`src/rtl/seg_display_scan.sv`:
```
// Multiplexed 8-digit 7-segment back-end for the clock/stopwatch.
// Takes one input snapshot per scan frame and converts it to BCD with a sequential double-dabble.
module seg_display_scan #(
  parameter int DIGIT_DIV = 5,
  parameter int BLINK_DIV = 2500
) (
  input  logic       Clock_5K,
  input  logic       Reset,
  input  logic       Control,
  input  logic [3:0] Hours,
  input  logic [5:0] Mins,
  input  logic [5:0] Secs,
  input  logic [9:0] MSecs,
  input  logic       AM_PM,
  input  logic       Alarm,
  input  logic       SW_State,
  output logic [6:0] Seg,
  output logic       Dp,
  output logic [7:0] DigitSel,
  output logic       AmLed,
  output logic       PmLed,
  output logic       AlarmLed
);

  localparam int DW = (DIGIT_DIV > 2) ? $clog2(DIGIT_DIV) : 1;
  localparam int BW = (BLINK_DIV > 2) ? $clog2(BLINK_DIV) : 1;
  localparam int NF = 4;

  typedef enum logic [1:0] {S_IDLE, S_SHIFT, S_LOAD} state_t;

  logic [DW-1:0]         r_dwell, w_dwell_next;
  logic [2:0]            r_idx, w_idx_next;
  logic                  r_started, w_started_next;
  logic                  w_dwell_wrap, w_frame_tick;

  logic [BW-1:0]         r_bcnt, w_bcnt_next;
  logic                  r_phase, w_phase_next;
  logic                  w_blink_wrap;

  state_t                r_state, w_state_next;
  logic [3:0]            r_bitcnt;
  logic [NF-1:0][9:0]    r_bin;
  logic [NF-1:0][11:0]   r_bcd, w_bcd_adj, w_bcd_shift;
  logic [NF-1:0][9:0]    w_capture;
  logic [9:0]            w_msecs_clamped;
  logic                  r_snap_ctrl, r_snap_ampm, r_snap_alarm, r_snap_sw;

  logic [7:0][3:0]       r_disp;
  logic                  r_d_ctrl, r_d_ampm, r_d_alarm, r_d_sw;

  logic [3:0]            w_digit;
  logic [6:0]            w_code, w_seg_next;
  logic                  w_blank, w_dark, w_dp_next;
  logic [7:0]            w_sel_next;
  logic                  w_unused_bcd;

  // ---------------- scan timing ----------------
  always_comb begin
    w_dwell_wrap   = (r_dwell == DW'(DIGIT_DIV - 1));
    w_dwell_next   = w_dwell_wrap ? '0 : r_dwell + DW'(1);
    w_idx_next     = w_dwell_wrap ? r_idx + 3'd1 : r_idx;
    w_started_next = r_started | w_dwell_wrap;
    w_frame_tick   = w_dwell_wrap && (r_idx == 3'd7);
  end

  always_ff @(posedge Clock_5K or posedge Reset) begin
    if (Reset) begin
      r_dwell   <= '0;
      r_idx     <= '0;
      r_started <= 1'b0;
    end else begin
      r_dwell   <= w_dwell_next;
      r_idx     <= w_idx_next;
      r_started <= w_started_next;
    end
  end

  // ---------------- blink ----------------
  always_comb begin
    w_blink_wrap = (r_bcnt == BW'(BLINK_DIV - 1));
    w_bcnt_next  = w_blink_wrap ? '0 : r_bcnt + BW'(1);
    w_phase_next = r_phase ^ w_blink_wrap;
  end

  always_ff @(posedge Clock_5K or posedge Reset) begin
    if (Reset) begin
      r_bcnt  <= '0;
      r_phase <= 1'b1;
    end else begin
      r_bcnt  <= w_bcnt_next;
      r_phase <= w_phase_next;
    end
  end

  // ---------------- conversion FSM ----------------
  always_ff @(posedge Clock_5K or posedge Reset) begin
    if (Reset) r_state <= S_IDLE;
    else       r_state <= w_state_next;
  end

  always_comb begin
    w_state_next = r_state;
    case (r_state)
      S_IDLE:  if (w_frame_tick) w_state_next = S_SHIFT;
      S_SHIFT: if (r_bitcnt == 4'd9) w_state_next = S_LOAD;
      S_LOAD:  w_state_next = S_IDLE;
      default: w_state_next = S_IDLE;
    endcase
  end

  assign w_msecs_clamped = (MSecs > 10'd999) ? 10'd999 : MSecs;
  assign w_capture = {w_msecs_clamped, {4'd0, Secs}, {4'd0, Mins}, {6'd0, Hours}};

  // One double-dabble step per field: add-3 on nibbles >= 5, then shift in the next binary bit.
  generate
    for (genvar gi = 0; gi < NF; gi++) begin : g_field
      for (genvar gj = 0; gj < 3; gj++) begin : g_nib
        assign w_bcd_adj[gi][4*gj +: 4] = (r_bcd[gi][4*gj +: 4] >= 4'd5)
                                          ? r_bcd[gi][4*gj +: 4] + 4'd3
                                          : r_bcd[gi][4*gj +: 4];
      end
      assign w_bcd_shift[gi] = {w_bcd_adj[gi][10:0], r_bin[gi][9]};
    end
  endgenerate

  always_ff @(posedge Clock_5K or posedge Reset) begin
    if (Reset) begin
      r_bin        <= '0;
      r_bcd        <= '0;
      r_bitcnt     <= '0;
      r_snap_ctrl  <= 1'b0;
      r_snap_ampm  <= 1'b0;
      r_snap_alarm <= 1'b0;
      r_snap_sw    <= 1'b0;
    end else begin
      case (r_state)
        S_IDLE: begin
          if (w_frame_tick) begin
            r_bin        <= w_capture;
            r_bcd        <= '0;
            r_bitcnt     <= '0;
            r_snap_ctrl  <= Control;
            r_snap_ampm  <= AM_PM;
            r_snap_alarm <= Alarm;
            r_snap_sw    <= SW_State;
          end
        end
        S_SHIFT: begin
          r_bcd    <= w_bcd_shift;
          r_bitcnt <= r_bitcnt + 4'd1;
          for (int i = 0; i < NF; i++) r_bin[i] <= {r_bin[i][8:0], 1'b0};
        end
        default: ;
      endcase
    end
  end

  // ---------------- display registers (updated atomically in LOAD) ----------------
  always_ff @(posedge Clock_5K or posedge Reset) begin
    if (Reset) begin
      r_disp    <= '0;
      r_d_ctrl  <= 1'b0;
      r_d_ampm  <= 1'b0;
      r_d_alarm <= 1'b0;
      r_d_sw    <= 1'b0;
    end else if (r_state == S_LOAD) begin
      r_disp[0] <= r_bcd[0][7:4];
      r_disp[1] <= r_bcd[0][3:0];
      r_disp[2] <= r_bcd[1][7:4];
      r_disp[3] <= r_bcd[1][3:0];
      r_disp[4] <= r_bcd[2][7:4];
      r_disp[5] <= r_bcd[2][3:0];
      r_disp[6] <= r_bcd[3][11:8];
      r_disp[7] <= r_bcd[3][7:4];
      r_d_ctrl  <= r_snap_ctrl;
      r_d_ampm  <= r_snap_ampm;
      r_d_alarm <= r_snap_alarm;
      r_d_sw    <= r_snap_sw;
    end
  end

  // Hundreds of the two-digit fields and the millisecond units are never shown.
  assign w_unused_bcd = &{1'b0, r_bcd[0][11:8], r_bcd[1][11:8], r_bcd[2][11:8], r_bcd[3][3:0]};

  // ---------------- output decode ----------------
  always_comb begin
    w_digit = r_disp[w_idx_next];
    case (w_digit)
      4'd0:    w_code = 7'h3F;
      4'd1:    w_code = 7'h06;
      4'd2:    w_code = 7'h5B;
      4'd3:    w_code = 7'h4F;
      4'd4:    w_code = 7'h66;
      4'd5:    w_code = 7'h6D;
      4'd6:    w_code = 7'h7D;
      4'd7:    w_code = 7'h07;
      4'd8:    w_code = 7'h7F;
      4'd9:    w_code = 7'h6F;
      default: w_code = 7'h00;
    endcase

    w_blank = r_d_ctrl && ((w_idx_next >= 3'd6) || (w_idx_next == 3'd0 && w_digit == 4'd0));
    w_dark  = r_d_alarm && !w_phase_next;

    if (r_d_ctrl) w_dp_next = ((w_idx_next == 3'd1) || (w_idx_next == 3'd3)) && w_phase_next;
    else          w_dp_next = (w_idx_next == 3'd5) && (r_d_sw || w_phase_next);

    w_seg_next = w_code;
    if (!w_started_next || w_dark || w_blank) w_seg_next = 7'h00;
    if (!w_started_next || w_dark)            w_dp_next  = 1'b0;

    w_sel_next = w_started_next ? (8'h80 >> w_idx_next) : 8'h00;
  end

  always_ff @(posedge Clock_5K or posedge Reset) begin
    if (Reset) begin
      Seg      <= '0;
      Dp       <= 1'b0;
      DigitSel <= '0;
      AmLed    <= 1'b0;
      PmLed    <= 1'b0;
      AlarmLed <= 1'b0;
    end else begin
      Seg      <= w_seg_next;
      Dp       <= w_dp_next;
      DigitSel <= w_sel_next;
      AmLed    <= r_d_ctrl & ~r_d_ampm;
      PmLed    <= r_d_ctrl & r_d_ampm;
      AlarmLed <= r_d_alarm & w_phase_next;
    end
  end

endmodule

```
`config.mk`:
```
export PLATFORM = sky130hd
export DESIGN_NAME = seg_display_scan
export DESIGN_NICKNAME = d
export VERILOG_FILES = /design/src/rtl/seg_display_scan.sv
export SDC_FILE = /design/constraint.sdc
export NUM_CORES = 1
export LEC_CHECK = 0
export ABC_AREA = 1
export BUFFER_PORTS_ARGS = -buffer_cell sky130_fd_sc_hd__buf_4
export CORE_MARGIN = 1.5
export CORE_UTILIZATION = 35
export DETAILED_ROUTE_END_ITERATION = 8
export MAX_ROUTING_LAYER = met4
export SLEW_MARGIN = 10
export SYNTH_ARGS = -nofsm -noshare
export SYNTH_HDL_FRONTEND = slang
export SYNTH_SLANG_ARGS = --single-unit
```
`constraint.sdc`:
```
create_clock -name Clock_5K -period 9.3 [get_ports Clock_5K]
set_input_delay 0.93 -clock Clock_5K [delete_from_list [all_inputs] [get_ports Clock_5K]]
set_output_delay 0.93 -clock Clock_5K [all_outputs]
set_load 0.1 [all_outputs]
```
Word-level counts from Yosys, hierarchy flattened
Memories as Yosys holds them, arrays and structs flattened.
Cells that the tools add are included.

operators by class
  shifts and indexed selects = 1
  eq/ne operators = 11
  bitwise operators = 6
  multiplexer cells = 31
  reductions and logical operators = 20
  magnitude comparators = 15
  add/subtract/negate cells = 16

operators by type and width
  cell                                                                                 number
  48-bit case mux with 2 select lines                                                  1
  40-bit case mux with 2 select lines                                                  1
  4-bit by 3-bit greater-or-equal comparator with 1-bit output, second input constant  12
  48-bit 2-to-1 mux                                                                    1
  4-bit 2-to-1 mux                                                                     10
  40-bit 2-to-1 mux                                                                    1
  4-bit by 2-bit adder with 4-bit output, second input constant                        8
  3-bit 2-to-1 mux                                                                     6
  12-bit by 1-bit adder with 12-bit output, second input constant                      1
  3-bit by 2-bit adder with 3-bit output, second input constant                        4
  4-bit binary-select mux with 3-bit select                                            1
  12-bit equality test, second input constant                                          1
  12-bit 2-to-1 mux                                                                    1
  10-bit greater-than comparator, second input constant                                1
  10-bit 2-to-1 mux                                                                    1
  3-bit equality test, second input constant                                           3
  8-bit 2-to-1 mux                                                                     1
  4-bit case mux with 2 select lines                                                   1
  8-bit by 3-bit >> shifter with 8-bit output, first input constant                    1
  7-bit 2-to-1 mux                                                                     1
  3-bit by 1-bit adder with 3-bit output, second input constant                        2
  1-bit logical AND                                                                    6
  2-bit AND reduction                                                                  3
  1-bit logical OR                                                                     5
  other kinds (21)                                                                     27

storage, ports and cells
  memories kept = 1
  memory bits (read-only) = 112
  output and inout port bits = 19
  bits of input ports = 32
  logic and storage cells = 138
  register bits after elaboration = 173

memories
  memory            words  width  rd ports  clocked after memory_dff  write ports  RTL line  source
  (name not given)  16     7      1         0                         0            188       case (w_digit)

Longest topological paths before layout
  word-level depth = 10
  depth in mapped cells = 19
  depth with buffers taken out = 17

Worst setup path after synthesis
No wires, ideal clock.

  kind = register -> register
  start = register r_dwell[0]
  end = register Seg[1]
  library setup time = 0.118 ns
  period minus slack after synthesis = 2.209 ns
  arrival = 2.090 ns
  path buffers = 2
  stages on the path, launching flop included = 16
  data required time = 9.182 ns
  slack = 7.091 ns
  cells stage by stage = dfrtp_1 > inv_1 > ha_1 > nand3_2 > nand2_4 > buf_6 > buf_8 > nand2_1 > nand2_1 > nand2_1 > nand4_1 > nand2_1 > ha_1 > or2_1 > nand2_1 > nor2_1

on the way
  longest elaborated chain between the ends = 10
  elaborated cells on any way between the ends = 16
  those cells by class = 1 x order compare; 1 x eq/ne; 4 x mux; 1 x bitwise; 8 x reduce/logical; 1 x memory

ends and longest elaborated chain
  what                                                       RTL line  source
  from (decl)                                                31        logic [DW-1:0] r_dwell, w_dwell_next;
  from (signal assigned)                                     72        r_dwell <= w_dwell_next;
  3-bit equality test *                                      59        w_dwell_wrap = (r_dwell == DW'(DIGIT_DIV - 1));
  branches (longest 8 deep; another with memory 16 x 7 bit)  n/a
  7-bit 2-to-1 mux *                                         209       if (!w_started_next || w_dark || w_blank) w_seg_next = 7'h00;
  named net w_seg_next[1]                                    52        logic [6:0] w_code, w_seg_next;
  to (signal assigned)                                       224       Seg <= w_seg_next;
  to (decl)                                                  17        output logic [6:0] Seg,

Mark *: on every way through the listed nets, which the timed path passes. The select of a mux whose other input is x is not followed.
A chain may end at the register's enable or synchronous reset.

Worst setup path in the final report
  start = register r_dwell[0]
  end = register r_bcd[6] in the netlist's numbering

on the way
  longest elaborated chain between the ends = 4

ends and longest elaborated chain
  what                                  RTL line  source
  3-bit equality test                   59
  1-bit logical AND                     63        w_frame_tick = w_dwell_wrap && (r_idx == 3'd7);
  2-bit != test (no source line)        n/a
  2-bit AND reduction (no source line)  n/a
  to (signal assigned)                  149       r_bcd <= w_bcd_shift;
  to (decl)                             43        logic [NF-1:0][11:0] r_bcd, w_bcd_adj, w_bcd_shift;

No other way between the ends.

==> impl_results.md <==
* Status: complete, no violations
* Root Buffer: clkbuf_16
* Io pins at 51
* Syn_area_per_cell at between 8 and 9 um2
* Filler cell count at 2067
* Minimum clock period at approximately 3.4 ns
* Post-synthesis simple-gate area fraction at 0.203
* Crit path launch type: flip-flop
* Worst Tran Pin Value at between 1 and 1.5 ns
* Final hold violation count at 0
* CP peak stage delay at just over 0.7 ns
* Final net count at around 960
* RSZ-0062 raised after global routing: no
* Multi-input gate area at 2940 um2
* WS Path Type: reg -> reg
* Largest net degree at the start of global routing at 83
* H-tree levels at 4
* Ranking of synthesized cells by area: dfrtp_1 53%, nand2_1 8.3%, o21ai_0 5.3%
* Final instance area at 8690 um2
* Post-synth EDFFs at 0
* Worst-Skew Late Latency at 0.42 ns
* Worst hold path class: reg -> reg
* Yosys reg bits at 161
* Post-Syn Nets at a little over 900
* Power, Total at about 1.6 mW
* WP data required at between 9 and 10 ns
* Top FF cell, synth: dfrtp_1
* Most frequent cells in the layout: 166 x nand2_1, 160 x dfrtp_1, 105 x inv_1
* Starting Density at 0.358
* First-pass GRT wire length at around 27000 um
* Vias/cell at 4.83
* Synth Warn # at 0
* TritonCTS Buffers at 17
* Switch share at 0.255
* Reg power frac at 0.475
* N_diodes at 0
* F_max at 0.298 GHz
* Clock Power Share at 0.411
* Die area at between 20000 and 25000 um2
* DRC viols at 0
* Cell count after synthesis at 856
* Post CTS Setup Buffer Count at 0
* Core footprint at approximately 21000 um2
* First-pass detailed-route iteration total at 4
* Synth Area in XOR/XNOR at 0.0116
* Most numerous cell on the critical path: inv_2
* P_sw at roughly 0.4 mW
* Adder-cell share of the synthesized area at 0.0499
* Post-DRT Antenna Nets at 0
* DRT Wirelength at 15600 um
* Placed inst area at around 8200 um2
* Max-cap violations at 0
* Routed via count at around 5700
* Post_cts resized at 0
* Total GRT Usage at 0.155
* Final Skew at ~0.0090 ns
* CP cell instances: inv_1 > ha_1 > nand2_4 > inv_2 > nand3_1 > buf_4 > inv_2 > nor2_1 > inv_2 > o21ai_0
* Post-DP HPWL at between 10000 and 15000 um
* LEAKAGE at 4.29 nW
* Row count at 53
* Routed wire length per instance at 13.1 um
* Slowest-stage cell, CP: nor2_1
* Reg clk slew, reported paths at ~0.060 ns
* Post-CTS Hold Buffers at 0
* Cell class contributing the biggest share of worst-path delay: buffers and inverters
* Pre-CTS setup slack at roughly 5.9 ns
* Complex-gate fraction of the synthesized area at 0.122
* Most common cell after layout, fill and taps aside: nand2_1
* Library cells used by synthesis at 40
* Die height at around 150 um
* Layout cells sized above 1 at 0.121
* Largest family of logic cells by synthesized area: simple AND/OR/NAND/NOR gates
* DIE WIDTH at ~150 um
* Gpl congestion at around 0.86
* Non-filler cells, final at about 1200
* Critical Path Fanout Max at between 60 and 70
* Vias in the first global route at ~5400
* Synth area leader: dfrtp_1
* Final worst slack at 5.95 ns
* Critical Path AT at around 3.7 ns
* CP endpoint kind: flip-flop
* Fin Setup TNS at 0 ns
* Sequential share of the synthesized area at 0.536
* # clock sinks at approximately 160
* Logic pwr share at 0.114
* TritonCTS clock tree: yes
* Synth top area share at 0.532
* Port bufs at 50
* FF+latch area at slightly above 4000 um2
* Gr ovfl total at 0
* Initial antenna violation count at 0
* Initial DRC count at ~340
* Area Growth Syn to Fin at 15.6%
* Post-Place Cells at 1157
* Ys async rst share at 1.00
* Clock buffer depth at 2
* Post-synthesis mux area share at 0.00299
* Slew HR at 0.230
* Mapped cell area at between 7000 and 8000 um2
* Pins Over Slew Limit at 0
* CP bufs+invs at 5
* Internal at roughly 1.2 mW
* Worst vdd ir at 0.0000942 V
* Fin crit share at 0.360
* Power per Cell Area at 181 nW/um2
* # setup viols final at 0
-- worst reg2reg max path: cells and delay by family, from the launching register on --
kind,cells,cell delay (ns)
buffers and inverters,5,1.32
and+or+nand+nor,3,0.92
DFF,1,0.37
adders and majority gates,1,0.25
AOI/OAI and AO/OA,1,0.39
-- area by class of cell --
| cell class | instances | area share |
|---|---|---|
| multi-input cells | 554 | 0.338 |
| inverters | 112 | 0.0489 |
| flip-flops and latches | 161 | 0.464 |
| repair buffers | 55 | 0.0475 |
| well taps | 275 | 0.0396 |
| clock inverters | 8 | 0.00921 |
| clock buffers | 24 | 0.0531 |
-- synth_stat cells (5+ instances only) --
library cell / instances
a21oi_1: 15
buf_2: 6
ha_1: 30
clkbuf_1: 20
dfrtp_1: 160
inv_1: 106
nor3_1: 8
nand2_2: 6
o32ai_1: 7
nor4_1: 5
inv_2: 5
nand3_1: 60
nand2_4: 5
o22ai_1: 44
o21ai_0: 80
xor2_1: 8
nand2_1: 167
nor2_1: 84
-- registers in the layout, indices dropped and copies added (netlist names), 2 cells and up --
signal and flops:
r_disp 32, r_dwell 3, r_state 2, r_bcnt 12, r_bin 40, Seg 7, r_idx 3, r_bitcnt 4
DigitSel 8, r_bcd 36
-- kinds of logic (layout without fill, tap and decap cells) --
| kind of cell | after synthesis | in the layout |
|---|---|---|
| compound gates | 160 | 160 |
| simple gates | 352 | 352 |
| buf+inv | 141 | 199 |
| mux | 2 | 2 |
| fa+ha+maj | 30 | 30 |
| flops | 161 | 161 |
| xor+xnor | 10 | 10 |
-- power by group through the flow --
stage          Sequential (mW)  Clock (mW)  Combinational, mW
2_1_floorplan            0.757           0              0.133
3_3_place_gp             0.760           0              0.176
3_5_place_dp             0.761           0              0.182
4_1_cts                  0.748       0.664              0.182
5_1_grt                  0.752       0.697              0.215
6_report                 0.749       0.648              0.180
-- worst paths after layout --
kind | to | startpoint | slack, ns | depth (start not counted)
min | AmLed | r_d_ampm | 0.45 | 1
min in group asynchronous | r_bcnt[7] | Reset | 0.64 | 2
max | r_bcd[6] | r_dwell[0] | 5.95 | 10
max reg2reg | r_bcd[6] | r_dwell[0] | 5.95 | 10
min reg2reg | AmLed | r_d_ampm | 0.45 | 1
max in group asynchronous | r_d_ctrl | Reset | 7.16 | 3
-- per-stage QoR --
step                 util  hold WS, ns
finish              0.413        0.453
global route        0.413        0.482
CTS                 0.413        0.455
detailed placement  0.388        0.446
global placement    0.388        0.441
floorplan               -        0.419
-- per-layer routing --
| metal | share of wire | GRT usage | vias to the layer above |
|---|---|---|---|
| li1 | - | - | 2900 |
| met1 | 0.52 | 0.218 | 2709 |
| met2 | 0.43 | 0.224 | 116 |
| met3 | 0.041 | 0.0372 | 13 |
| met4 | 0.0078 | 0.0386 | 0 |
| met5 | 0 | - | - |
Power figures use the tool's default switching activity.
